===== src/rtl/i2c_bus_arbiter_pkg.sv =====
// Shared i2c instruction codes, arbiter state encodings and the
// round-robin tie-break helper.
package i2c_bus_arbiter_pkg;

    localparam int unsigned INST_W = 2;
    localparam int unsigned BYTE_W = 8;

    typedef enum logic [1:0] {
        I2C_START = 2'd0,
        I2C_STOP  = 2'd1,
        I2C_READ  = 2'd2,
        I2C_WRITE = 2'd3
    } i2c_inst_e;

    typedef enum logic [1:0] {
        ST_IDLE       = 2'd0,
        ST_GRANT      = 2'd1,
        ST_FORCE_STOP = 2'd2,
        ST_FORCE_WAIT = 2'd3
    } arb_state_e;

    // Winner among eligible clients: on a tie, the one that did not win last time.
    function automatic logic pick_client(input logic elig0, input logic elig1, input logic last);
        return (elig0 && elig1) ? !last : elig1;
    endfunction

endpackage


===== src/rtl/i2c_idle_timer.sv =====
// Clearable idle counter; o_tc_c flags that TIMEOUT_CYCLES-1 has been reached.
module i2c_idle_timer #(
    parameter int unsigned TIMEOUT_CYCLES = 32'd2700000
) (
    input  logic clk,
    input  logic reset,
    input  logic i_clr,
    output logic o_tc_c
);

    localparam int unsigned CNT_W = (TIMEOUT_CYCLES > 1) ? $clog2(TIMEOUT_CYCLES) : 1;
    localparam logic [CNT_W-1:0] TC_VAL = CNT_W'(TIMEOUT_CYCLES - 1);

    logic [CNT_W-1:0] r_count;

    // Saturates at the terminal count so it never wraps while idling.
    always_ff @(posedge clk or posedge reset) begin
        if (reset) begin
            r_count <= '0;
        end else if (i_clr) begin
            r_count <= '0;
        end else if (r_count != TC_VAL) begin
            r_count <= r_count + CNT_W'(1);
        end
    end

    assign o_tc_c = (r_count == TC_VAL);

endmodule


===== src/rtl/i2c_bus_arbiter.sv =====
// Round-robin arbiter sharing one i2c core between two clients, with an
// idle-grant watchdog that reclaims the bus by issuing STOP itself.
module i2c_bus_arbiter
    import i2c_bus_arbiter_pkg::*;
#(
    parameter int unsigned       TIMEOUT_CYCLES = 32'd2700000,
    parameter logic [INST_W-1:0] INST_STOP      = INST_W'(I2C_STOP)
) (
    input  logic              clk,
    input  logic              reset,
    input  logic              req0,
    input  logic              req1,
    output logic              gnt0,
    output logic              gnt1,
    input  logic [INST_W-1:0] inst0,
    input  logic [INST_W-1:0] inst1,
    input  logic              en0,
    input  logic              en1,
    input  logic [BYTE_W-1:0] tx0,
    input  logic [BYTE_W-1:0] tx1,
    output logic              done0,
    output logic              done1,
    output logic [BYTE_W-1:0] rxByte,
    output logic              abort0,
    output logic              abort1,
    output logic [INST_W-1:0] i2cInstruction,
    output logic              i2cEnable,
    output logic [BYTE_W-1:0] i2cByteToSend,
    input  logic [BYTE_W-1:0] i2cByteReceived,
    input  logic              i2cComplete
);

    arb_state_e r_state;
    logic       r_last;
    logic       r_gnt0;
    logic       r_gnt1;
    logic       r_abort0;
    logic       r_abort1;
    logic       r_blocked0;
    logic       r_blocked1;

    logic              w_own_req;
    logic              w_own_en;
    logic [INST_W-1:0] w_own_inst;
    logic [BYTE_W-1:0] w_own_tx;
    logic              w_elig0;
    logic              w_elig1;
    logic              w_pick;
    logic              w_quiet;
    logic              w_release;
    logic              w_tc;
    logic              w_expire;
    logic              w_tmr_clr;

    // Owner is always the last client granted.
    always_comb begin
        w_own_req  = r_last ? req1  : req0;
        w_own_en   = r_last ? en1   : en0;
        w_own_inst = r_last ? inst1 : inst0;
        w_own_tx   = r_last ? tx1   : tx0;
    end

    assign w_elig0   = req0 && !r_blocked0;
    assign w_elig1   = req1 && !r_blocked1;
    assign w_pick    = pick_client(w_elig0, w_elig1, r_last);
    assign w_quiet   = !w_own_en && !i2cComplete;
    assign w_release = !w_own_req && w_quiet;
    assign w_tmr_clr = (r_state != ST_GRANT) || !w_quiet;
    assign w_expire  = (r_state == ST_GRANT) && w_quiet && w_tc;

    i2c_idle_timer #(
        .TIMEOUT_CYCLES(TIMEOUT_CYCLES)
    ) u_idle_timer (
        .clk   (clk),
        .reset (reset),
        .i_clr (w_tmr_clr),
        .o_tc_c(w_tc)
    );

    always_ff @(posedge clk or posedge reset) begin
        if (reset) begin
            r_state    <= ST_IDLE;
            r_last     <= 1'b1;
            r_gnt0     <= 1'b0;
            r_gnt1     <= 1'b0;
            r_abort0   <= 1'b0;
            r_abort1   <= 1'b0;
            r_blocked0 <= 1'b0;
            r_blocked1 <= 1'b0;
        end else begin
            r_abort0 <= 1'b0;
            r_abort1 <= 1'b0;
            if (!req0) r_blocked0 <= 1'b0;
            if (!req1) r_blocked1 <= 1'b0;
            case (r_state)
                ST_IDLE: begin
                    if (w_elig0 || w_elig1) begin
                        r_state <= ST_GRANT;
                        r_last  <= w_pick;
                        r_gnt0  <= !w_pick;
                        r_gnt1  <= w_pick;
                    end
                end
                ST_GRANT: begin
                    if (w_release) begin
                        r_state <= ST_IDLE;
                        r_gnt0  <= 1'b0;
                        r_gnt1  <= 1'b0;
                    end else if (w_expire) begin
                        // Hung owner: revoke, flag it, and keep it out until it drops req.
                        r_state <= ST_FORCE_STOP;
                        r_gnt0  <= 1'b0;
                        r_gnt1  <= 1'b0;
                        if (r_last) begin
                            r_abort1   <= 1'b1;
                            r_blocked1 <= 1'b1;
                        end else begin
                            r_abort0   <= 1'b1;
                            r_blocked0 <= 1'b1;
                        end
                    end
                end
                ST_FORCE_STOP: begin
                    if (i2cComplete) r_state <= ST_FORCE_WAIT;
                end
                ST_FORCE_WAIT: begin
                    if (!i2cComplete) r_state <= ST_IDLE;
                end
                default: r_state <= ST_IDLE;
            endcase
        end
    end

    // Core-facing mux follows the owner combinationally so handshakes see no extra latency.
    always_comb begin
        i2cInstruction = '0;
        i2cEnable      = 1'b0;
        i2cByteToSend  = '0;
        done0          = 1'b0;
        done1          = 1'b0;
        case (r_state)
            ST_GRANT: begin
                i2cInstruction = w_own_inst;
                i2cEnable      = w_own_en;
                i2cByteToSend  = w_own_tx;
                done0          = i2cComplete && !r_last;
                done1          = i2cComplete && r_last;
            end
            ST_FORCE_STOP: begin
                i2cInstruction = INST_STOP;
                i2cEnable      = 1'b1;
            end
            default: ;
        endcase
    end

    assign gnt0   = r_gnt0;
    assign gnt1   = r_gnt1;
    assign abort0 = r_abort0;
    assign abort1 = r_abort1;
    assign rxByte = i2cByteReceived;

endmodule


===== config.mk =====
export PLATFORM = sky130hd
export DESIGN_NAME = i2c_bus_arbiter
export DESIGN_NICKNAME = d
export VERILOG_FILES = /design/src/rtl/i2c_bus_arbiter_pkg.sv /design/src/rtl/i2c_idle_timer.sv /design/src/rtl/i2c_bus_arbiter.sv
export SDC_FILE = /design/constraint.sdc
export NUM_CORES = 1
export LEC_CHECK = 0
export ABC_CLOCK_PERIOD_IN_PS = 2900
export CORE_UTILIZATION = 50
export DETAILED_ROUTE_END_ITERATION = 8
export HOLD_SLACK_MARGIN = 0.03
export PLACE_DENSITY = 0.94
export SLEW_MARGIN = 5
export SYNTH_ARGS = -nofsm -noshare
export SYNTH_HDL_FRONTEND = slang
export SYNTH_HIERARCHICAL = 1
export SYNTH_SLANG_ARGS = --single-unit

===== constraint.sdc =====
create_clock -name clk -period 2.9 [get_ports clk]
set_clock_uncertainty 0.05 [all_clocks]
set_input_delay 0.435 -clock clk [delete_from_list [all_inputs] [get_ports clk]]
set_output_delay 0.435 -clock clk [all_outputs]
set_load 0.05 [all_outputs]

==> results of run 1 <==
-- metal layers --
metal  wire [um]  vias to the layer above  part of all wire  track usage
met2        2290                       36              0.49        0.392
met1        2060                      879              0.44        0.305
met3         231                        7             0.050       0.0603
met5           0                        -                 0            0
met4          87                        0             0.019        0.109
li1            -                      872                 -            -
-- cell type report --
cell class / instances / area (sq um)
tap: 48 / 60.1
sequential: 31 / 777
timing repair buffer: 47 / 480
inverter: 12 / 45.0
clock buffer: 8 / 80.1
fill: 310 / 1240
multi-input combinational: 167 / 1120
-- path summary, 6_finish.rpt --
path / startpoint / endpoint / slack [ns]
setup / recovery: r_last / i2cInstruction[0] / 0.17
hold / removal: reset / abort0 / 0.40
setup reg to reg: r_last / u_idle_timer/r_count[15] / 0.55
hold reg to reg: r_blocked0 / r_blocked0 / 0.45
max in group asynchronous: reset / u_idle_timer/r_count[13] / 1.67
min in group clk: r_blocked0 / r_blocked0 / 0.45
-- per-stage QoR --
step	instances	area (sq um)	total power, uW	hold slack, ns	util
6_report	313	2560	1870	0.398	0.674
3_5_place_dp	305	2460	1560	0.431	0.647
4_1_cts	313	2540	1890	0.392	0.668
5_1_grt	313	2560	1990	0.445	0.674
3_3_place_gp	305	2460	1540	0.426	0.647
2_1_floorplan	228	2040	1280	0.212	-
-- cells in the final DEF (no fill, tap or decap), types with 2 or more instances in the layout --
| master | count |
|---|---|
| clkdlybuf4s50_1 | 33 |
| a21o_1 | 2 |
| xor2_1 | 3 |
| nor3_1 | 7 |
| mux2_2 | 4 |
| nor4b_1 | 2 |
| nand3_1 | 10 |
| o21ai_0 | 9 |
| ha_1 | 6 |
| o21a_1 | 3 |
| nand2_1 | 8 |
| a21oi_1 | 19 |
| nor2b_1 | 14 |
| dlymetal6s2s_1 | 9 |
| nand4b_1 | 2 |
| nor2_1 | 17 |
| o211ai_1 | 2 |
| inv_1 | 12 |
| clkbuf_8 | 5 |
| o31ai_1 | 2 |
| nand4_1 | 6 |
| or3_1 | 7 |
| and2_1 | 4 |
| and4_1 | 3 |
| a211o_1 | 2 |
| xnor2_1 | 5 |
| mux2i_1 | 12 |
| and3_1 | 4 |
| clkbuf_1 | 3 |
| buf_4 | 5 |
| dfrtp_1 | 30 |
-- flip-flops by register name (all words and copies together), names as in the netlist, named ones only --
register	cells
r_blocked0	1
r_blocked1	1
abort1	1
r_state	1
u_idle_timer/r_count	22
gnt1	1
r_last	1
gnt0	1
abort0	1
-- kinds of logic after synthesis --
| family | Yosys count |
|---|---|
| fa+ha+maj | 6 |
| xor+xnor | 8 |
| simple gates | 92 |
| mux | 17 |
| buf+inv | 30 |
| flops | 31 |
| compound gates | 44 |
-- report_power, final --
| part | switching [uW] | internal [uW] |
|---|---|---|
| Clock | 148 | 170 |
| Sequential | 58.7 | 476 |
| Combinational | 616 | 399 |
==> impl_metrics.tcl, run 1 <==
set metrics [dict create \
    first_iter_violations 113 \
    area_growth_pct 25.4 \
    core_area_sq_mm 0.00380 \
    ctsResizeCount 0 \
    yosysMostFrequentCell "dfrtp_1" \
    synthArstFlopShare 1.00 \
    critPathKind "flop to output port" \
    grt_pass1_wl_um 7910 \
    cts_hold_buffers 0 \
    netlist_area_sq_mm 0.00204 \
    synthSimpleGateAreaFrac 0.259 \
    initial_core_util 0.537 \
    finalSetupViolations 0 \
    synth-xor-area-share 0.0343 \
    clock_latency_ns 0.28 \
    numCtsBuffers 5 \
    clkTransAtPathRegs_ns 0.06 \
    crit_chain "mux2_2 -> a21oi_1 -> nor2b_1 -> clkdlybuf4s50_1" \
    cts-root-buf "clkbuf_8" \
    synth_cell_types 45 \
    chipWidth_um 65.9 \
    r2r_cells 6 \
    gp_congestion 0.863 \
    cpMaxStageDelayCell "clkdlybuf4s50_1" \
    maxCapViolCount 0 \
    synthAdderAreaFrac 0.0368 \
    num-nets-final 305 \
    grt_max_degree 23 \
    power.leakage_uw 0.00122 \
    grt_pass1_vias 1724 \
    num_antenna_cells 0 \
    antenna_found_initial 0 \
    synth_top_family_by_area "simple AND/OR/NAND/NOR gates" \
    grt_usage 0.243 \
    port_buffers 43 \
    ys_seq_elements 31 \
    arrival_ns 2.25 \
    ir_drop_mv 0.301 \
    slew_viol_final 0 \
    dr.pass1.iters 4 \
    cp_top_family "buffers and inverters" \
    io_pins 60 \
    cp-start-kind "flop" \
    syn-num-nets 269 \
    dp_hpwl_um 3510 \
    viasPerCell 5.73 \
    worst_slack_ns 0.166 \
    required_ns 2.41 \
    clockBufferDepth 2 \
    synth.top_cell.area_share 0.368 \
    ant_nets 0 \
    synthFlopType "dfrtp_1" \
    yosys_warnings 6 \
    tritoncts "done" \
    syn-instance-count 228 \
    finalHoldViolCount 0 \
    layout-drive-gt1-share 0.0642 \
    drc 0 \
    synth_mux_area_frac 0.0877 \
    rsz0062_at_grt "false" \
    worstMarginPinSlew_ns 0.835 \
    outcome "completed" \
    power_density_mw_per_mm2 729 \
    syn_avg_cell_area_sq_um 8.95 \
    post_drt_wl_per_cell_um 14.9 \
    row_count 22 \
    cts.sinks 31 \
    timing.final.crit_share 0.943 \
    h-tree-depth 2 \
    gr-total-overflow 0 \
    post_cts_buffers 0 \
    ys_seq_area_frac 0.381 \
    setup_tns_ns 0 \
    die-area_sq_mm 0.00434 \
    maxSlewHeadroom 0.443 \
    pre_cts_ws_ns 0.338 \
    hp-class "primary input to asynchronous set/reset pin" \
    synth_common_cells "dfrtp_1 (30), a21oi_1 (19), nor2_1 (17), nor2b_1 (14)" \
    path_depth 4 \
    routed_wl_um 4660 \
    max_stage_delay_ns 0.69 \
    layout_min_cycle_time_ns 2.73 \
    num_vias 1794 \
    cp_max_fo 9 \
    synth_compound_area_frac 0.129 \
    max_freq_mhz 366 \
    synth.area.top_cells "dfrtp_1 (37%), mux2i_1 (5.9%), a21oi_1 (4.7%)" \
    end_kind "output port" \
    cp_num_buf_inv 1 \
    yosys.area.top_type "dfrtp_1" \
    die-height_um 65.9 \
    synth-edff-count 0 \
]
Power figures use the tool's default switching activity.
==> run 2: changes to the inputs <==
Settings changed: ABC_CLOCK_PERIOD_IN_PS 2900 to default.
==> results of run 2 <==
Same layout as run 1: the final DEF is identical, and so are final timing and power.
